### config.mk
export PLATFORM = sky130hd
export DESIGN_NAME = ip_psram_target_flat
export DESIGN_NICKNAME = d
export VERILOG_FILES = /design/src/rtl/psram_hyperbus_pkg.sv /design/src/rtl/ip_psram_target_if.sv /design/src/rtl/ip_psram_target_sync.sv /design/src/rtl/ip_psram_target.sv /design/src/flat_wrapper.sv
export SDC_FILE = /design/constraint.sdc
export NUM_CORES = 1
export LEC_CHECK = 0
export BUFFER_PORTS_ARGS = -buffer_cell sky130_fd_sc_hd__buf_2
export CORE_MARGIN = 4
export CORE_UTILIZATION = 40
export DETAILED_ROUTE_END_ITERATION = 16
export PLACE_DENSITY = 0.59
export SYNTH_ARGS = -nofsm -noshare
export SYNTH_HDL_FRONTEND = slang
export SYNTH_SLANG_ARGS = --single-unit
### constraint.sdc
create_clock -name clk -period 2.8 [get_ports clk]
set_input_delay 0.14 -clock clk [delete_from_list [all_inputs] [get_ports clk]]
set_output_delay 0.14 -clock clk [all_outputs]
set_load 0.05 [all_outputs]
### src/rtl/psram_hyperbus_pkg.sv
// psram_hyperbus_pkg: shared definitions for the HyperBus PSRAM target.
//   - FSM state encodings (ST_IDLE..ST_REGWR)
//   - bit positions inside the 48-bit command/address word
//   - configuration register 0 reset default
//   - latency decode, skip-count and burst address advance helpers
package psram_hyperbus_pkg;

  typedef enum logic [2:0] {
    ST_IDLE,
    ST_CA,
    ST_LATENCY,
    ST_READ,
    ST_WRITE,
    ST_REGWR
  } state_t;

  // Command/address bit positions
  localparam int CA_RW_BIT       = 47;  // 1 = read
  localparam int CA_AS_BIT       = 46;  // 1 = register space
  localparam int CA_BURST_BIT    = 45;  // 0 = wrapped burst
  localparam int CA_ROW_HI       = 33;  // upper word address field [33:16]
  localparam int CA_ROW_LO       = 16;
  localparam int CA_COL_HI       = 2;   // lower word address field [2:0]
  localparam int CA_REG_CFG_BIT  = 24;  // 1 = configuration register
  localparam int CA_REG_SEL1_BIT = 0;   // 1 = register 1

  localparam logic [15:0] CFG0_RESET = 16'h8F1F;

  // cfg_reg0[7:4] latency code -> initial latency in CK cycles.
  function automatic logic [3:0] latency_decode(input logic [3:0] code,
                                                input logic [3:0] dflt);
    logic [3:0] lat;
    case (code)
      4'b0000: lat = 4'd5;
      4'b0001: lat = 4'd6;
      4'b1110: lat = 4'd3;
      4'b1111: lat = 4'd4;
      default: lat = dflt;
    endcase
    return lat;
  endfunction

  // Fixed 2x latency: number of CK rises skipped before the first data rise.
  function automatic logic [4:0] latency_skip(input logic [3:0] lat);
    return {lat, 1'b0} - 5'd1;
  endfunction

  // Wrapped bursts cycle within an 8-word (16-byte) group; linear bursts
  // roll over the whole 21-bit word space.
  function automatic logic [20:0] next_word_addr(input logic [20:0] addr,
                                                 input logic        wrapped);
    logic [20:0] nxt;
    if (wrapped) nxt = {addr[20:3], addr[2:0] + 3'd1};
    else         nxt = addr + 21'd1;
    return nxt;
  endfunction

endpackage

### src/rtl/ip_psram_target_if.sv
// ip_psram_target_if: HyperBus pin bundle between an initiator and the target.
//   psram_ck, psram_cs_n, dq_in, rwds_in : initiator -> target
//   dq_out, dq_oe, rwds_out, rwds_oe     : target -> initiator (tristate halves)
// Modports: master = initiator side, slave = target side.
interface ip_psram_target_if;
  logic       psram_ck;
  logic       psram_cs_n;
  logic [7:0] dq_in;
  logic       rwds_in;
  logic [7:0] dq_out;
  logic       dq_oe;
  logic       rwds_out;
  logic       rwds_oe;

  modport master (
    output psram_ck, psram_cs_n, dq_in, rwds_in,
    input  dq_out, dq_oe, rwds_out, rwds_oe
  );

  modport slave (
    input  psram_ck, psram_cs_n, dq_in, rwds_in,
    output dq_out, dq_oe, rwds_out, rwds_oe
  );
endinterface

### src/rtl/ip_psram_target_sync.sv
// ip_psram_target_sync: 2-FF synchronisers for all HyperBus inputs plus
// CK rise/fall and CS rise/fall pulse detection in the clk domain.
// Ports:
//   clk, n_reset        system clock, asynchronous active-low reset
//   ck, cs_n, dq, rwds  raw bus inputs
//   dq_s, rwds_s        synchronised data/mask, aligned with the CK edge pulses
//   ck_rise, ck_fall    one-clk pulses per synchronised CK edge
//   cs_rise, cs_fall    one-clk pulses per synchronised CS_n edge
module ip_psram_target_sync (
  input  logic       clk,
  input  logic       n_reset,
  input  logic       ck,
  input  logic       cs_n,
  input  logic [7:0] dq,
  input  logic       rwds,
  output logic [7:0] dq_s,
  output logic       rwds_s,
  output logic       ck_rise,
  output logic       ck_fall,
  output logic       cs_rise,
  output logic       cs_fall
);

  localparam int W = 11;
  // CS_n resets deasserted so that a select already low at reset release
  // still produces a fall pulse.
  localparam logic [W-1:0] RST_VAL = {1'b0, 1'b1, 1'b0, 8'h00};

  logic [W-1:0] raw;
  logic [W-1:0] meta_reg;
  logic [W-1:0] sync_reg;
  logic         ck_d_reg;
  logic         cs_d_reg;

  assign raw = {ck, cs_n, rwds, dq};

  genvar gi;
  generate
    for (gi = 0; gi < W; gi++) begin : g_sync
      always_ff @(posedge clk or negedge n_reset) begin
        if (!n_reset) begin
          meta_reg[gi] <= RST_VAL[gi];
          sync_reg[gi] <= RST_VAL[gi];
        end else begin
          meta_reg[gi] <= raw[gi];
          sync_reg[gi] <= meta_reg[gi];
        end
      end
    end
  endgenerate

  always_ff @(posedge clk or negedge n_reset) begin
    if (!n_reset) begin
      ck_d_reg <= 1'b0;
      cs_d_reg <= 1'b1;
    end else begin
      ck_d_reg <= sync_reg[10];
      cs_d_reg <= sync_reg[9];
    end
  end

  assign dq_s    = sync_reg[7:0];
  assign rwds_s  = sync_reg[8];
  assign ck_rise =  sync_reg[10] & ~ck_d_reg;
  assign ck_fall = ~sync_reg[10] &  ck_d_reg;
  assign cs_rise =  sync_reg[9]  & ~cs_d_reg;
  assign cs_fall = ~sync_reg[9]  &  cs_d_reg;

endmodule

### src/rtl/ip_psram_target.sv
// ip_psram_target: HyperBus PSRAM device emulator. Decodes the 6-byte
// command/address, counts fixed 2x latency, serves read bursts from an
// external 16-bit word memory and accepts byte-masked write bursts and
// configuration register writes.
// Ports:
//   clk, n_reset      system clock (>= 4x bus CK), asynchronous active-low reset
//   bus (slave)       HyperBus pins: psram_ck, psram_cs_n, dq_in, rwds_in,
//                     dq_out, dq_oe, rwds_out, rwds_oe
//   mem_*             word memory port; mem_rdata valid 1 clk after mem_rd,
//                     [15:8] / mem_be[1] is the even (rising-edge) byte
//   cfg_reg0          configuration register 0
//   busy              high while a transaction is in progress
// Optional build macro PSRAM_TARGET_CFG_LATENCY_EN: latency is taken from
// cfg_reg0[7:4] at CA completion instead of the LATENCY parameter.
module ip_psram_target
  import psram_hyperbus_pkg::*;
#(
  parameter int          LATENCY      = 3,
  parameter logic [15:0] ID_REG0      = 16'h0C81,
  parameter logic [15:0] CFG0_DEFAULT = CFG0_RESET
) (
  input  logic               clk,
  input  logic               n_reset,
  ip_psram_target_if.slave   bus,
  output logic [20:0]        mem_address,
  output logic               mem_rd,
  input  logic [15:0]        mem_rdata,
  output logic               mem_wr,
  output logic [15:0]        mem_wdata,
  output logic [1:0]         mem_be,
  output logic [15:0]        cfg_reg0,
  output logic               busy
);

  localparam logic [3:0] LAT_DEFAULT = 4'(LATENCY);

  logic [7:0] dq_s;
  logic       rwds_s, ck_rise, ck_fall, cs_rise, cs_fall;

  ip_psram_target_sync u_sync (
    .clk     (clk),
    .n_reset (n_reset),
    .ck      (bus.psram_ck),
    .cs_n    (bus.psram_cs_n),
    .dq      (bus.dq_in),
    .rwds    (bus.rwds_in),
    .dq_s    (dq_s),
    .rwds_s  (rwds_s),
    .ck_rise (ck_rise),
    .ck_fall (ck_fall),
    .cs_rise (cs_rise),
    .cs_fall (cs_fall)
  );

  state_t      state_reg, state_next;
  logic [39:0] ca_reg, ca_next;
  logic [2:0]  byte_cnt_reg, byte_cnt_next;
  logic [4:0]  lat_cnt_reg, lat_cnt_next;
  logic [4:0]  lat_skip_reg, lat_skip_next;
  logic [20:0] addr_reg, addr_next;
  logic        is_read_reg, is_read_next;
  logic        is_reg_reg, is_reg_next;
  logic        wrapped_reg, wrapped_next;
  logic        cfg0_sel_reg, cfg0_sel_next;
  logic        regwr_done_reg, regwr_done_next;
  logic [15:0] rd_word_reg, rd_word_next;
  logic        rd_pend_reg, rd_pend_next;
  logic [7:0]  hi_byte_reg, hi_byte_next;
  logic        hi_mask_reg, hi_mask_next;
  logic [7:0]  dq_out_reg, dq_out_next;
  logic        dq_oe_reg, dq_oe_next;
  logic        rwds_out_reg, rwds_out_next;
  logic        rwds_oe_reg, rwds_oe_next;
  logic        mem_rd_reg, mem_rd_next;
  logic        mem_wr_reg, mem_wr_next;
  logic [15:0] mem_wdata_reg, mem_wdata_next;
  logic [1:0]  mem_be_reg, mem_be_next;
  logic [15:0] cfg_reg, cfg_next;

  // Full CA word as it stands once the current byte is shifted in.
  logic [47:0] ca_full;
  logic [3:0]  lat_cycles;
  logic [15:0] reg_word;
  logic        unused_ca_bits;

  assign ca_full        = {ca_reg, dq_s};
  assign unused_ca_bits = ^{ca_full[44:34], ca_full[15:3]};

`ifdef PSRAM_TARGET_CFG_LATENCY_EN
  assign lat_cycles = latency_decode(cfg_reg[7:4], LAT_DEFAULT);
`else
  assign lat_cycles = LAT_DEFAULT;
`endif

  always_comb begin
    reg_word = 16'h0000;
    case ({ca_full[CA_REG_CFG_BIT], ca_full[CA_REG_SEL1_BIT]})
      2'b00:   reg_word = ID_REG0;
      2'b10:   reg_word = cfg_reg;
      default: reg_word = 16'h0000;
    endcase
  end

  always_comb begin
    state_next      = state_reg;
    ca_next         = ca_reg;
    byte_cnt_next   = byte_cnt_reg;
    lat_cnt_next    = lat_cnt_reg;
    lat_skip_next   = lat_skip_reg;
    addr_next       = addr_reg;
    is_read_next    = is_read_reg;
    is_reg_next     = is_reg_reg;
    wrapped_next    = wrapped_reg;
    cfg0_sel_next   = cfg0_sel_reg;
    regwr_done_next = regwr_done_reg;
    rd_word_next    = rd_word_reg;
    rd_pend_next    = mem_rd_reg;
    hi_byte_next    = hi_byte_reg;
    hi_mask_next    = hi_mask_reg;
    dq_out_next     = dq_out_reg;
    dq_oe_next      = dq_oe_reg;
    rwds_out_next   = rwds_out_reg;
    rwds_oe_next    = rwds_oe_reg;
    mem_rd_next     = 1'b0;
    mem_wr_next     = 1'b0;
    mem_wdata_next  = mem_wdata_reg;
    mem_be_next     = mem_be_reg;
    cfg_next        = cfg_reg;

    if (rd_pend_reg) rd_word_next = mem_rdata;
    // The write strobe goes out with the current address; move on afterwards.
    if (mem_wr_reg) addr_next = next_word_addr(addr_reg, wrapped_reg);

    // CS rise aborts from any state and outranks a coincident CK edge.
    if (state_reg != ST_IDLE && cs_rise) begin
      state_next    = ST_IDLE;
      dq_oe_next    = 1'b0;
      rwds_oe_next  = 1'b0;
      rwds_out_next = 1'b0;
    end else begin
      case (state_reg)
        ST_IDLE: begin
          if (cs_fall) begin
            state_next    = ST_CA;
            byte_cnt_next = 3'd0;
            rwds_oe_next  = 1'b1;
            rwds_out_next = 1'b1;
          end
        end
        ST_CA: begin
          if (ck_rise || ck_fall) begin
            ca_next       = {ca_reg[31:0], dq_s};
            byte_cnt_next = byte_cnt_reg + 3'd1;
            if (byte_cnt_reg == 3'd5) begin
              is_read_next    = ca_full[CA_RW_BIT];
              is_reg_next     = ca_full[CA_AS_BIT];
              wrapped_next    = !ca_full[CA_BURST_BIT];
              cfg0_sel_next   = ca_full[CA_REG_CFG_BIT] && !ca_full[CA_REG_SEL1_BIT];
              addr_next       = {ca_full[CA_ROW_HI:CA_ROW_LO], ca_full[CA_COL_HI:0]};
              lat_skip_next   = latency_skip(lat_cycles);
              lat_cnt_next    = 5'd0;
              regwr_done_next = 1'b0;
              rwds_out_next   = 1'b0;
              if (ca_full[CA_AS_BIT] && !ca_full[CA_RW_BIT]) begin
                state_next   = ST_REGWR;
                rwds_oe_next = 1'b0;
              end else begin
                state_next   = ST_LATENCY;
                rwds_oe_next = ca_full[CA_RW_BIT];
                if (ca_full[CA_RW_BIT] && !ca_full[CA_AS_BIT]) mem_rd_next  = 1'b1;
                if (ca_full[CA_RW_BIT] &&  ca_full[CA_AS_BIT]) rd_word_next = reg_word;
              end
            end
          end
        end
        ST_LATENCY: begin
          // The rise after the last skipped one carries the first data byte.
          if (ck_rise) begin
            if (lat_cnt_reg == lat_skip_reg) begin
              if (is_read_reg) begin
                state_next    = ST_READ;
                dq_oe_next    = 1'b1;
                rwds_oe_next  = 1'b1;
                dq_out_next   = rd_word_reg[15:8];
                rwds_out_next = 1'b1;
              end else begin
                state_next   = ST_WRITE;
                hi_byte_next = dq_s;
                hi_mask_next = rwds_s;
              end
            end else begin
              lat_cnt_next = lat_cnt_reg + 5'd1;
            end
          end
        end
        ST_READ: begin
          if (ck_rise) begin
            dq_out_next   = rd_word_reg[15:8];
            rwds_out_next = 1'b1;
          end else if (ck_fall) begin
            dq_out_next   = rd_word_reg[7:0];
            rwds_out_next = 1'b0;
            addr_next     = next_word_addr(addr_reg, wrapped_reg);
            if (!is_reg_reg) mem_rd_next = 1'b1;
          end
        end
        ST_WRITE: begin
          if (ck_rise) begin
            hi_byte_next = dq_s;
            hi_mask_next = rwds_s;
          end else if (ck_fall) begin
            mem_wr_next    = 1'b1;
            mem_wdata_next = {hi_byte_reg, dq_s};
            mem_be_next    = {~hi_mask_reg, ~rwds_s};
          end
        end
        ST_REGWR: begin
          // One data word only; later edges are ignored until CS rises.
          if (!regwr_done_reg) begin
            if (ck_rise) begin
              hi_byte_next = dq_s;
            end else if (ck_fall) begin
              if (cfg0_sel_reg) cfg_next = {hi_byte_reg, dq_s};
              regwr_done_next = 1'b1;
            end
          end
        end
        default: state_next = ST_IDLE;
      endcase
    end
  end

  always_ff @(posedge clk or negedge n_reset) begin
    if (!n_reset) state_reg <= ST_IDLE;
    else          state_reg <= state_next;
  end

  always_ff @(posedge clk or negedge n_reset) begin
    if (!n_reset) begin
      ca_reg         <= '0;
      byte_cnt_reg   <= '0;
      lat_cnt_reg    <= '0;
      lat_skip_reg   <= '0;
      addr_reg       <= '0;
      is_read_reg    <= 1'b0;
      is_reg_reg     <= 1'b0;
      wrapped_reg    <= 1'b0;
      cfg0_sel_reg   <= 1'b0;
      regwr_done_reg <= 1'b0;
      rd_word_reg    <= '0;
      rd_pend_reg    <= 1'b0;
      hi_byte_reg    <= '0;
      hi_mask_reg    <= 1'b0;
      dq_out_reg     <= '0;
      dq_oe_reg      <= 1'b0;
      rwds_out_reg   <= 1'b0;
      rwds_oe_reg    <= 1'b0;
      mem_rd_reg     <= 1'b0;
      mem_wr_reg     <= 1'b0;
      mem_wdata_reg  <= '0;
      mem_be_reg     <= '0;
      cfg_reg        <= CFG0_DEFAULT;
    end else begin
      ca_reg         <= ca_next;
      byte_cnt_reg   <= byte_cnt_next;
      lat_cnt_reg    <= lat_cnt_next;
      lat_skip_reg   <= lat_skip_next;
      addr_reg       <= addr_next;
      is_read_reg    <= is_read_next;
      is_reg_reg     <= is_reg_next;
      wrapped_reg    <= wrapped_next;
      cfg0_sel_reg   <= cfg0_sel_next;
      regwr_done_reg <= regwr_done_next;
      rd_word_reg    <= rd_word_next;
      rd_pend_reg    <= rd_pend_next;
      hi_byte_reg    <= hi_byte_next;
      hi_mask_reg    <= hi_mask_next;
      dq_out_reg     <= dq_out_next;
      dq_oe_reg      <= dq_oe_next;
      rwds_out_reg   <= rwds_out_next;
      rwds_oe_reg    <= rwds_oe_next;
      mem_rd_reg     <= mem_rd_next;
      mem_wr_reg     <= mem_wr_next;
      mem_wdata_reg  <= mem_wdata_next;
      mem_be_reg     <= mem_be_next;
      cfg_reg        <= cfg_next;
    end
  end

  assign bus.dq_out   = dq_out_reg;
  assign bus.dq_oe    = dq_oe_reg;
  assign bus.rwds_out = rwds_out_reg;
  assign bus.rwds_oe  = rwds_oe_reg;
  assign mem_address  = addr_reg;
  assign mem_rd       = mem_rd_reg;
  assign mem_wr       = mem_wr_reg;
  assign mem_wdata    = mem_wdata_reg;
  assign mem_be       = mem_be_reg;
  assign cfg_reg0     = cfg_reg;
  assign busy         = (state_reg != ST_IDLE);

endmodule
### src/flat_wrapper.sv
// flat-port wrapper written by rule: the top's interface ports become plain ports
module ip_psram_target_flat import psram_hyperbus_pkg::*;
#(
  parameter int          LATENCY      = 3,
  parameter logic [15:0] ID_REG0      = 16'h0C81,
  parameter logic [15:0] CFG0_DEFAULT = CFG0_RESET
)
  (clk, n_reset, mem_address, mem_rd, mem_rdata, mem_wr, mem_wdata, mem_be, cfg_reg0, busy, bus_psram_ck, bus_psram_cs_n, bus_dq_in, bus_rwds_in, bus_dq_out, bus_dq_oe, bus_rwds_out, bus_rwds_oe);
  ip_psram_target_if bus_i ();
  input  logic clk;
  input  logic n_reset;
  output logic [20:0] mem_address;
  output logic mem_rd;
  input  logic [15:0] mem_rdata;
  output logic mem_wr;
  output logic [15:0] mem_wdata;
  output logic [1:0] mem_be;
  output logic [15:0] cfg_reg0;
  output logic busy;
  input wire logic [$bits(bus_i.psram_ck)-1:0] bus_psram_ck;
  input wire logic [$bits(bus_i.psram_cs_n)-1:0] bus_psram_cs_n;
  input wire logic [$bits(bus_i.dq_in)-1:0] bus_dq_in;
  input wire logic [$bits(bus_i.rwds_in)-1:0] bus_rwds_in;
  output wire logic [$bits(bus_i.dq_out)-1:0] bus_dq_out;
  output wire logic [$bits(bus_i.dq_oe)-1:0] bus_dq_oe;
  output wire logic [$bits(bus_i.rwds_out)-1:0] bus_rwds_out;
  output wire logic [$bits(bus_i.rwds_oe)-1:0] bus_rwds_oe;
  assign bus_i.psram_ck = bus_psram_ck;
  assign bus_i.psram_cs_n = bus_psram_cs_n;
  assign bus_i.dq_in = bus_dq_in;
  assign bus_i.rwds_in = bus_rwds_in;
  assign bus_dq_out = bus_i.dq_out;
  assign bus_dq_oe = bus_i.dq_oe;
  assign bus_rwds_out = bus_i.rwds_out;
  assign bus_rwds_oe = bus_i.rwds_oe;
  ip_psram_target #(.LATENCY(LATENCY), .ID_REG0(ID_REG0), .CFG0_DEFAULT(CFG0_DEFAULT)) u_core (.clk(clk), .n_reset(n_reset), .bus(bus_i), .mem_address(mem_address), .mem_rd(mem_rd), .mem_rdata(mem_rdata), .mem_wr(mem_wr), .mem_wdata(mem_wdata), .mem_be(mem_be), .cfg_reg0(cfg_reg0), .busy(busy));
endmodule
After elaboration in Yosys (flattened, before gate mapping)
Index checks and enable logic that the tools add are counted.
{"block": "totals", "ff_bits": 175, "in_bits": 29, "out_inout_bits": 69, "wordCells": 214}
{"block": "classes", "n_addsub": 4, "n_eq_ne": 27, "n_mux": 82, "bitwise": 13, "reduce_logical": 40}
{"cell": "two-way mux 21 bit", "n": 7}
{"cell": "two-way mux 16 bit", "n": 7}
{"cell": "two-way mux 8 bit", "n": 10}
{"cell": "case mux 21 bit (2 select lines)", "n": 1}
{"cell": "AND reduction 6 bit", "n": 6}
{"cell": "two-way mux 1 bit", "n": 32}
{"cell": "case mux 16 bit (2 select lines)", "n": 1}
{"cell": "two-way mux 3 bit", "n": 10}
{"cell": "case mux 8 bit (3 select lines)", "n": 1}
{"cell": "adder 21 x 1 -> 21 bit, second input constant", "n": 1}
{"cell": "!= test 3 x 1 -> 1 bit, second input constant", "n": 7}
{"cell": "two-way mux 5 bit", "n": 4}
{"cell": "AND reduction 4 bit", "n": 5}
{"cell": "nonzero test 2 bit", "n": 9}
{"cell": "!= test 2 x 1 -> 1 bit, second input constant", "n": 8}
{"cell": "case mux 8 bit (2 select lines)", "n": 1}
{"cell": "case mux 3 bit (4 select lines)", "n": 1}
{"cell": "case mux 5 bit (2 select lines)", "n": 1}
{"cell": "== test 3 bit, second input constant", "n": 3}
{"cell": "inverter 1 bit", "n": 9}
{"cell": "AND reduction 8 bit", "n": 1}
{"cell": "AND reduction 7 bit", "n": 1}
{"cell": "adder 3 x 1 -> 3 bit, second input constant", "n": 2}
{"cell": "== test 3 x 2 -> 1 bit, second input constant", "n": 2}
{"cell": "21 further kinds", "n": 36}

Longest topological paths before layout
Gate-level depths: netlist of run 1.
{"block": "depth", "word_depth": 8, "depth_mapped": 9, "depth_no_buf": 7}

Cells and area by module
Synthesis of run 1 repeated with hierarchy kept, for this count alone.
{"block": "unflattened", "hier_cells": 675, "hier_area_um2": 7631.1}
{"mod": "ip_psram_target", "instances": 1, "cells_per_inst": 639, "area_per_inst_um2": 6931.6, "seq_area_each_um2": 3590.9}
{"mod": "ip_psram_target_sync", "instances": 1, "cells_per_inst": 36, "area_per_inst_um2": 699.4, "seq_area_each_um2": 604.3}

Least setup slack after synthesis of run 1
No wires, ideal clock.
{"block": "synth_timing", "kind": "reg2reg", "from": "register u_core.addr_reg[7], in the netlist u_core.mem_address[7]", "to": "register u_core.addr_reg[15], in the netlist u_core.mem_address[15]", "setup_time_ps": 121, "arrival_time_ps": 2183, "required_time_ps": 2679, "path_slack_ps": 496, "path_stages_with_launch": 7, "synth_period_minus_slack_ps": 2304, "path_cell_list": "dfrtp_1 > clkbuf_2 > nand4_2 > or4_4 > nor4_4 > o221ai_1 > a22o_1"}
{"block": "synth_between", "elab_chain_cells": 7}
{"item": "start, declared", "line": "ip_psram_target.sv:60", "text": "logic [20:0] addr_reg, addr_next;"}
{"item": "start signal, assigned", "line": "ip_psram_target.sv:268", "text": "addr_reg <= addr_next;"}
{"item": "adder 21 x 1 -> 21 bit (*)", "line": "psram_hyperbus_pkg.sv:54", "text": "else nxt = addr + 21'd1;"}
{"item": "two-way mux 21 bit (*)", "line": "psram_hyperbus_pkg.sv:53", "text": "if (wrapped) nxt = {addr[20:3], addr[2:0] + 3'd1};"}
{"item": "two-way mux 21 bit", "line": "ip_psram_target.sv:132", "text": "if (mem_wr_reg) addr_next = next_word_addr(addr_reg, wrapped_reg);"}
{"item": "two-way mux 21 bit, on equally long branches", "line": "ip_psram_target.sv:200, ip_psram_target.sv:154"}
{"item": "two-way mux 21 bit, on equally long branches", "line": "ip_psram_target.sv:197, ip_psram_target.sv:151"}
{"item": "case mux 21 bit (2 select lines)", "line": "ip_psram_target.sv:141", "text": "case (state_reg)"}
{"item": "two-way mux 21 bit (*)", "line": "ip_psram_target.sv:135", "text": "if (state_reg != ST_IDLE && cs_rise) begin"}
{"item": "net u_core.addr_next[15]", "line": "ip_psram_target.sv:60"}
Mark *: on every way through the listed nets, which the timed path passes. The rest lies on a longest branch.
A chain may end at the register's enable or synchronous reset.

Final worst setup path of run 1
{"block": "layout_timing", "from": "register u_core.u_sync.sync_reg[10]", "to": "register u_core.addr_reg[19], in the netlist u_core.mem_address[19]"}
{"block": "layout_between", "elab_chain_cells": 6}
{"item": "start, declared", "line": "ip_psram_target_sync.sv:31", "text": "logic [W-1:0] sync_reg;"}
{"item": "start signal, assigned by index", "line": "ip_psram_target_sync.sv:43", "text": "sync_reg[gi] <= RST_VAL[gi];"}
{"item": "start signal, assigned by index", "line": "ip_psram_target_sync.sv:46", "text": "sync_reg[gi] <= meta_reg[gi];"}
{"item": "inverter 1 bit", "line": "ip_psram_target_sync.sv:65", "text": "assign ck_fall = ~sync_reg[10] & ck_d_reg;"}
{"item": "AND 1 bit", "line": "ip_psram_target_sync.sv:65"}
{"item": "two-way mux 21 bit / logical OR 1 bit (equally long branches)", "line": "ip_psram_target.sv:200, ip_psram_target.sv:151"}
{"item": "two-way mux 21 bit, on equally long branches", "line": "ip_psram_target.sv:197, ip_psram_target.sv:151"}
{"item": "case mux 21 bit (2 select lines) (*)", "line": "ip_psram_target.sv:141"}
{"item": "two-way mux 21 bit (*)", "line": "ip_psram_target.sv:135"}
{"item": "net u_core.addr_next[19]", "line": "ip_psram_target.sv:60"}
Marks and branches as above.

==> flow_summary.ini, run 1 <==
[placement]
dp_slack_ns = 0.391
hpwl_um = 15100
portBuffers = 97
placed_area_um2 = 8680
place.gp.congestion = 0.891
dpl.cell_count = 1123

[setup_path]
endpoint = u_core.mem_address[19]$_DFF_PN0_
ff2ff_setup_slack_ns = 0.34
cp_slowest_cell = a2111oi_4
rr_startpoint = u_core.u_sync.sync_reg[10]$_DFF_PN0_
crit_start = u_core.u_sync.sync_reg[10]$_DFF_PN0_
worstPathMaxFanout = 6
crit_path_start_kind = register
rr_endpoint = u_core.mem_address[19]$_DFF_PN0_
crit_family = compound AO/OA/AOI/OAI gates
crit_buf_inv = 1
crit_path_cell_trace = inv_1, ha_1, nand3b_2, a2111oi_4, a21oi_1, o311ai_1, nand3_1
crit_required_ns = 3.10
critPathCaptureType = register
crit_type = register to register
path_depth = 7
crit_arrival_ns = 2.76
max_stage_delay_ns = 0.50
r2r_cells = 7

[global_routing]
grt_max_degree = 85
grt_antenna_before_repair = 0
grtUsageTotal = 0.199
grt_pass1_vias = 6155
grt_overflow = 0
grt_pass1_wl_um = 34300

[synth]
synth_commonest_cells = 197 x nand2_1, 154 x dfrtp_1, 38 x nor2_1
synthTopCellsByArea = dfrtp_1 49%, nand2_1 9.4%, dfstp_2 4.3%, mux2_2 3.6%, mux2i_1 3.4%
post-synth-top-count-cell = nand2_1
async_flop_share = 1.00
synth_ff_type = dfrtp_1
netlist.area_leader.share = 0.490
ys_seq_elements = 167
synth_edf_count = 0
ys_seq_area_frac = 0.533
muxShareOfSynthArea = 0.0701
synth-simple-area-share = 0.206
synth_top_family_by_area = simple AND/OR/NAND/NOR gates
synth_cells = 777
syn_nets = 812
yosys.area_share.adder = 0.00954
synth_cell_types = 80
yosys_warnings = 0
yosys.area.top_type = dfrtp_1
syn_area_per_cell_um2 = 10.1
synth_xor_area_frac = 0.0223
synth.cell_area_um2 = 7870
synth_compound_area_frac = 0.125

[floorplan]
die_h_um = 148
die_w_um = 148
top_level_ports = 98
rows = 51
initial_core_util = 0.406
dieArea_um2 = 22000
core_um2 = 19400

[clock_network]
cts_sinks = 167
cts_setup_buffers = 0
post_cts_resized = 0
clockBufferDepth = 2
clk_latency_ns = 0.43
path_clk_slew_ns = 0.07
hold_buffers = 14
root_buffer = clkbuf_16
h-tree-depth = 4
cts_tree = built
cts_buffers = 17

[finish]
num-fill-cells = 1859
largest_reg_flops = 32
num_antenna_cells = 0
utilization = 0.487
syn2layout_area_growth_pct = 20.1
drive_gt1_frac = 0.240
design_area_um2 = 9450
fin_cells = 1171
nets = 928

[timing]
rsz0062_at_grt = no
slew_violations = 0
clock.fmax_mhz = 406
layout_setup_ws_ns = 0.340
hold_viol_final = 0
finClkSkew_ns = 0.0141
period_needed_ns = 2.46
finalSetupTns_ns = 0
worst_pin_slew_ns = 0.870
relSlewSlack = 0.420
hold_ws_ns = 0.0144
period_share = 0.879
finalSetupViolations = 0

[power_and_ir_drop]
vdd_drop_max_mv = 0.654
power_per_cell_area_nw_per_um2 = 904
leakagePower_nw = 4.36
fin_total_pwr_mw = 8.54

[detailed_routing]
routedWlPerCell_um = 18.3
final_antenna_net_count = 0
dr.pass1.iters = 6
viasPerCell = 5.37
via_count = 6288
drt-total-wl_um = 21400
drc_errors = 0
drt_iter0_drc = 668

[worst_hold_path]
hold_path.class = primary input to register

[run]
drv_cap = 0

[status]
status = finished clean
==> layout make-up <==
cell class / instances / area [um2] / area share
timing repair buffer: 137 / 832 / 0.0881
clock buffer: 17 / 425 / 0.0450
clock inverter: 15 / 176 / 0.0187
inverter: 17 / 63.8 / 0.00675
sequential: 167 / 4200 / 0.444
tap: 265 / 332 / 0.0351
multi-input combinational: 553 / 3420 / 0.362
==> cells by family after synthesis <==
logic type      after synthesis
simple gates                339
flops                       167
compound gates              136
buf+inv                      57
mux                          52
xor+xnor                     20
fa+ha+maj                     6
==> power breakdown <==
group / leakage (nW) / total [mW] / switching, mW / internal [mW]
combinational: 1.95 / 2.68 / 1.89 / 0.785
sequential: 2.13 / 3.48 / 0.500 / 2.98
clock: 0.286 / 2.38 / 1.10 / 1.28
==> routing by layer <==
metal  GRT usage  vias up  wire (um)
met4      0.0665        0        495
met1       0.283     3083       9920
met5           0        -          0
li1            -     2973          -
met3      0.0469       29       1270
met2       0.300      203       9750
==> cells in the final DEF, fill, tap and decap left out, types with 6 or more instances in the layout <==
| cell type | n |
|---|---|
| nor4_1 | 6 |
| a21oi_1 | 30 |
| nand3_1 | 19 |
| buf_2 | 96 |
| nor2_1 | 38 |
| nand4_1 | 12 |
| o21ai_0 | 33 |
| nor3_1 | 13 |
| nand2b_1 | 6 |
| dfrtp_1 | 154 |
| and2_1 | 6 |
| mux2i_1 | 27 |
| dlygate4sd3_1 | 16 |
| inv_1 | 17 |
| nand2_1 | 197 |
| mux2_2 | 25 |
| xor2_1 | 7 |
| clkbuf_16 | 17 |
| a22oi_1 | 6 |
| buf_4 | 24 |
| ha_1 | 6 |
| o211ai_1 | 6 |
| dfstp_2 | 13 |
| a31oi_1 | 6 |
| xnor2_1 | 13 |
| o2bb2ai_1 | 12 |
==> worst register-to-register path: cells and delay by family, from the launching register on <==
kind	cells	cell delay, ns
DFF	1	0.39
adders and majority gates	1	0.36
AOI/OAI and AO/OA	3	1.04
and+or+nand+nor	2	0.49
buffers and inverters	1	0.06
==> worst min-delay path by stage <==
stage / startpoint / end / depth (start not counted)
after global placement: n_reset / u_core.mem_address[16]$_DFF_PN0_ / 1
after CTS: mem_rdata[13] / u_core.rd_word_reg[13]$_DFF_PN0_ / 3
final: mem_rdata[10] / u_core.rd_word_reg[10]$_DFF_PN0_ / 3
after detailed placement: n_reset / u_core.mem_address[13]$_DFF_PN0_ / 1
after global routing: mem_rdata[10] / u_core.rd_word_reg[10]$_DFF_PN0_ / 3
after floorplan: n_reset / u_core.bus.dq_oe$_DFFE_PN0P_ / 0
(Power assumes the default switching activity.)
==> run 2: changes to the inputs <==
==> constraint.sdc (replaced) <==
create_clock -name clk -period 2.8 [get_ports clk]
set_input_delay 0 -clock clk [delete_from_list [all_inputs] [get_ports clk]]
set_output_delay 0 -clock clk [all_outputs]
set_load 0.05 [all_outputs]
==> run 2 against run 1 <==
  * Count of clock-buffer cells in the layout is the same
  * First-iteration DRC count is 19% lower
  * Clock skew about the same
  * Total power about the same
  * Clock power is 2% lower
  * Combinational power hardly changed
  * Setup slack lost 0.073 ns
==> flow_summary.ini, run 2 (synthesis results as in run 1) <==
[status]
status = finished clean

[finish]
layout_commonest_cell = nand2_1
largest_reg_flops = 32
multi_input_area_um2 = 3420
drive_gt1_frac = 0.236
nets = 939
regArea_um2 = 4200
mostFrequentLayoutCells = 197 x nand2_1, 154 x dfrtp_1, 96 x buf_2, 38 x nor2_1, 33 x o21ai_0
num_antenna_cells = 0
syn2layout_area_growth_pct = 21.8
num-fill-cells = 1875

[timing]
relSlewSlack = 0.413
finalSetupTns_ns = 0
finalSetupViolations = 0
slew_violations = 0
period_needed_ns = 2.53
rsz0062_at_grt = no
hold_viol_final = 0
clock.fmax_mhz = 395
worst_pin_slew_ns = 0.880
finClkSkew_ns = 0.0143
period_share = 0.905

[setup_path]
worstPathMaxFanout = 6
crit_path_cell_trace = inv_1, ha_1, nand3b_2, a2111oi_4, a21oi_1, o311ai_1, nand3_1
crit_buf_inv = 1
crit_start = u_core.u_sync.sync_reg[10]$_DFF_PN0_
crit_arrival_ns = 2.84
cp_slowest_cell = a2111oi_4
crit_type = register to register
crit_family = compound AO/OA/AOI/OAI gates
rr_startpoint = u_core.u_sync.sync_reg[10]$_DFF_PN0_
crit_required_ns = 3.10
crit_path_start_kind = register
critPathCaptureType = register
max_stage_delay_ns = 0.54

[global_routing]
grt_antenna_before_repair = 0
grt_max_degree = 87
grt_pass1_wl_um = 35000
grtUsageTotal = 0.203
grt_pass1_vias = 6295
grt_overflow = 0

[run]
drv_cap = 0

[clock_network]
cts_tree = built
h-tree-depth = 4
path_clk_slew_ns = 0.08
cts_buffers = 17
cts_sinks = 167
clk_latency_ns = 0.44
clockBufferDepth = 2
root_buffer = clkbuf_16

[floorplan]
die_h_um = 148
initial_core_util = 0.406
rows = 51
dieArea_um2 = 22000
core_um2 = 19400
top_level_ports = 98
die_w_um = 148

[detailed_routing]
drc_errors = 0
dr.pass1.iters = 7
drt-total-wl_um = 21500
final_antenna_net_count = 0
drt_iter0_drc = 539
via_count = 6296
routedWlPerCell_um = 18.2
viasPerCell = 5.33

[power_and_ir_drop]
leakagePower_nw = 4.41
swShare = 0.415
power_per_cell_area_nw_per_um2 = 890
clock_power_share = 0.274
vdd_drop_max_mv = 0.623
p_int_mw = 4.99
p_seq_frac = 0.408
p_sw_mw = 3.54
p_comb_frac = 0.318
fin_total_pwr_mw = 8.53

[placement]
hpwl_um = 14900
portBuffers = 97
place.gp.congestion = 0.883

[worst_hold_path]
hold_path.class = primary input to register
hp-start = bus_dq_in[5]
==> run 2: metal layers <==
metal  vias to the layer above  global-route usage  part of all wire
met5                         -                   0                 0
met4                         0              0.0762             0.028
met3                        45              0.0475             0.058
met2                       212               0.302              0.45
met1                      3041               0.289              0.46
li1                       2998                   -                 -
==> run 2: what timing repair did <==
item | in CTS | in global routing
hold buffers | 28 | 0
resized for setup | 0 | 0
hold endpoints to repair | 107 | 0
buffers inserted | 0 | 0
==> run 2: power groups by stage <==
stage / Clock (mW) / Combinational [mW] / Sequential, mW
2_1_floorplan: 0 / 1.33 / 4.02
3_3_place_gp: 0 / 2.64 / 3.52
3_5_place_dp: 0 / 2.67 / 3.51
4_1_cts: 2.40 / 2.71 / 3.48
5_1_grt: 2.50 / 2.95 / 3.56
6_report: 2.34 / 2.71 / 3.48
==> run 2: area by class of cell <==
class | count | area share
Timing Repair Buffer | 148 | 0.101
Clock inverter | 15 | 0.0182
Sequential cell | 167 | 0.438
Tap cell | 265 | 0.0346
Inverter | 17 | 0.00666
Clock buffer | 17 | 0.0444
Multi-Input combinational cell | 553 | 0.357
==> run 2: metrics by stage <==
step           hold WS [ns]  setup WS [ns]   util  instances  instance area [um2]
2_1_floorplan        -0.296          0.496      -        777                 7870
3_3_place_gp          0.106          0.380  0.449       1122                 8700
3_5_place_dp          0.108          0.317  0.449       1122                 8700
4_1_cts               0.178          0.298  0.494       1182                 9580
5_1_grt               0.193          0.126  0.494       1182                 9580
6_report              0.199          0.267  0.494       1182                 9580
==> run 2: worst paths after layout <==
kind,slack (ns),end,cells after the start
min reg2reg,0.35,u_core.u_sync.dq_s[1]$_DFF_PN0_,0
max in group asynchronous,1.80,u_core.cfg_reg0[4]$_DFFE_PN1P_,3
min in group asynchronous,0.21,u_core.mem_address[11]$_DFF_PN0_,2
max,0.27,u_core.mem_address[19]$_DFF_PN0_,7
max reg2reg,0.27,u_core.mem_address[19]$_DFF_PN0_,7
min,0.20,u_core.u_sync.meta_reg[5]$_DFF_PN0_,2
==> run 3: changes to the inputs <==
ABC_AREA = 1   (was not set)
PLACE_DENSITY = 0.58   (was 0.59)
==> run 3 against run 2 <==
  * Synthesized cell count is 27% higher
  * Non-clock buffer count is 9 lower
  * Setup slack better by 0.12 ns
  * Critical endpoint is now u_core.rd_word_reg[11]$_DFF_PN0_
  * Largest power group is now combinational cells
  * Highest routed layer unchanged
  * Sequential cell count stayed put
==> flow_summary.ini, run 3 <==
[status]
status = finished clean

[setup_path]
critPathCaptureType = register
crit_arrival_ns = 2.76
crit_family = simple AND/OR/NAND/NOR gates
crit_type = register to register
cp_slowest_cell = nor2_4
r2r_cells = 11
crit_required_ns = 3.14
crit_path_start_kind = register
path_depth = 11
crit_buf_inv = 4
max_stage_delay_ns = 0.45
worstPathMaxFanout = 29
crit_path_cell_trace = inv_1, ha_1, nor2_1, inv_1, nor2_8, inv_4, nor2_8, inv_4, nor2_4, o211ai_1, o21ai_0

[finish]
mostFrequentLayoutCells = 270 x nand2_1, 154 x dfrtp_1, 115 x o21ai_0, 100 x inv_1, 96 x buf_2
num_antenna_cells = 0
syn2layout_area_growth_pct = 20.4
nets = 1140
drive_gt1_frac = 0.182
largest_reg_flops = 32
layout_commonest_cell = nand2_1
utilization = 0.497

[timing]
slew_violations = 0
rsz0062_at_grt = no
worst_pin_slew_ns = 0.696
finClkSkew_ns = 0.0145
finalSetupTns_ns = 0
finalSetupViolations = 0
clock.fmax_mhz = 414
period_share = 0.863
hold_viol_final = 0
relSlewSlack = 0.536
period_needed_ns = 2.42

[synth]
synth_compound_area_frac = 0.124
synth_commonest_cells = 270 x nand2_1, 154 x dfrtp_1, 115 x o21ai_0
post-synth-top-count-cell = nand2_1
synth-simple-area-share = 0.253
async_flop_share = 1.00
netlist.area_leader.share = 0.473
yosys.area_share.adder = 0.00921
synth_cell_types = 51
synthTopCellsByArea = dfrtp_1 47%, nand2_1 12%, o21ai_0 7.1%, nand3_1 5.3%, inv_1 4.6%
synth_cells = 984
syn_area_per_cell_um2 = 8.29
ys_seq_area_frac = 0.514
synth_xor_area_frac = 0.0107
syn_nets = 1019
yosys_warnings = 0
synth_ff_type = dfrtp_1
muxShareOfSynthArea = 0.0127
synth_edf_count = 0
synth.cell_area_um2 = 8160
yosys.area.top_type = dfrtp_1
synth_top_family_by_area = simple AND/OR/NAND/NOR gates
ys_seq_elements = 167

[clock_network]
clockBufferDepth = 2
path_clk_slew_ns = 0.08
root_buffer = clkbuf_16
cts_sinks = 167
clk_latency_ns = 0.44
cts_tree = built
h-tree-depth = 4
cts_buffers = 17

[global_routing]
grt_max_degree = 66
grt_pass1_vias = 6808
grt_antenna_before_repair = 0
grt_pass1_wl_um = 36400
grtUsageTotal = 0.207
grt_overflow = 0
grt_busiest_layer = met2
grt.met2_usage = 0.331
grt_util_met3 = 0.0383
globalRouteMet1Util = 0.287

[floorplan]
dieArea_um2 = 22700
rows = 51
die_h_um = 151
top_level_ports = 98
initial_core_util = 0.412
die_w_um = 151
core_um2 = 19800

[detailed_routing]
viasPerCell = 4.97
final_antenna_net_count = 0
via_count = 6871
drc_errors = 0
routedWlPerCell_um = 16.3
drt_iter0_drc = 483
drt-total-wl_um = 22500
dr.pass1.iters = 5

[placement]
place.gp.congestion = 0.883
portBuffers = 97
hpwl_um = 15700

[run]
drv_cap = 0

[worst_hold_path]
hold_path.class = primary input to async pin

[power_and_ir_drop]
vdd_drop_max_mv = 0.533
leakagePower_nw = 4.88
power_per_cell_area_nw_per_um2 = 1010
run 3: worst reg2reg max path, stage by stage (launching register included):
cell	delay, ns
dfrtp_1	0.38
inv_1	0.05
ha_1	0.31
nor2_1	0.18
inv_1	0.13
nor2_8	0.22
inv_4	0.10
nor2_8	0.13
inv_4	0.10
nor2_4	0.45
o211ai_1	0.16
o21ai_0	0.12
run 3: final timing paths:
path	start	end	slack, ns
setup / recovery	u_core.u_sync.sync_reg[10]$_DFF_PN0_	u_core.rd_word_reg[11]$_DFF_PN0_	0.38
hold / removal	n_reset	u_core.mem_address[13]$_DFF_PN0_	0.11
setup reg to reg	u_core.u_sync.sync_reg[10]$_DFF_PN0_	u_core.rd_word_reg[11]$_DFF_PN0_	0.38
hold reg to reg	u_core.u_sync.meta_reg[3]$_DFF_PN0_	u_core.u_sync.dq_s[3]$_DFF_PN0_	0.35
max in group asynchronous	n_reset	u_core.cfg_reg0[9]$_DFFE_PN1P_	1.84
min in group clk	bus_dq_in[6]	u_core.u_sync.meta_reg[6]$_DFF_PN0_	0.19
run 3: layer usage:
metal  wire length, um  up-vias
li1                  -     3436
met1             10300     3222
met2             10800      181
met3               955       32
met4               432        0
met5                 0        -
run 3: report_power, final:
part / switching, mW / internal [mW]
sequential: 0.584 / 3.13
clock: 1.22 / 1.25
combinational: 2.72 / 1.04
run 3: kinds of logic (layout without fill, tap and decap cells):
logic type,Yosys count,count (layout)
multiplexers,10,10
AND/OR/NAND/NOR,456,456
flip-flops,167,167
buffers and inverters,150,284
adder cells (fa/ha/maj),6,6
XOR/XNOR,10,10
AO/OA/AOI/OAI,185,185
run 3: per-stage QoR:
step | setup WS (ns) | total power [mW] | hold WS, ns | area, um2 | cells
2_1_floorplan | 0.625 | 6.43 | -0.296 | 8160 | 984
6_report | 0.384 | 9.94 | 0.110 | 9820 | 1383
3_5_place_dp | 0.429 | 7.49 | 0.0260 | 8900 | 1323
4_1_cts | 0.361 | 10.0 | 0.123 | 9820 | 1383
3_3_place_gp | 0.546 | 7.44 | 0.0187 | 8900 | 1323
5_1_grt | 0.112 | 10.6 | 0.163 | 9820 | 1383
run 3: area by class of cell:
| class | count | area [um2] |
|---|---|---|
| repair buffers | 139 | 890 |
| clock buffers | 17 | 425 |
| clock inverters | 15 | 211 |
| well taps | 265 | 332 |
| inverters | 113 | 429 |
| fillers | 1946 | 9960 |
| flip-flops and latches | 167 | 4200 |
| multi-input cells | 667 | 3340 |
run 3: repair_timing:
action / CTS / global route
hold buffers: 28 / 0
gates resized for setup: 0 / 0
endpoints found under the hold margin: 82 / 0
buffers inserted: 0 / 0
setup endpoints to repair: 0 / 0
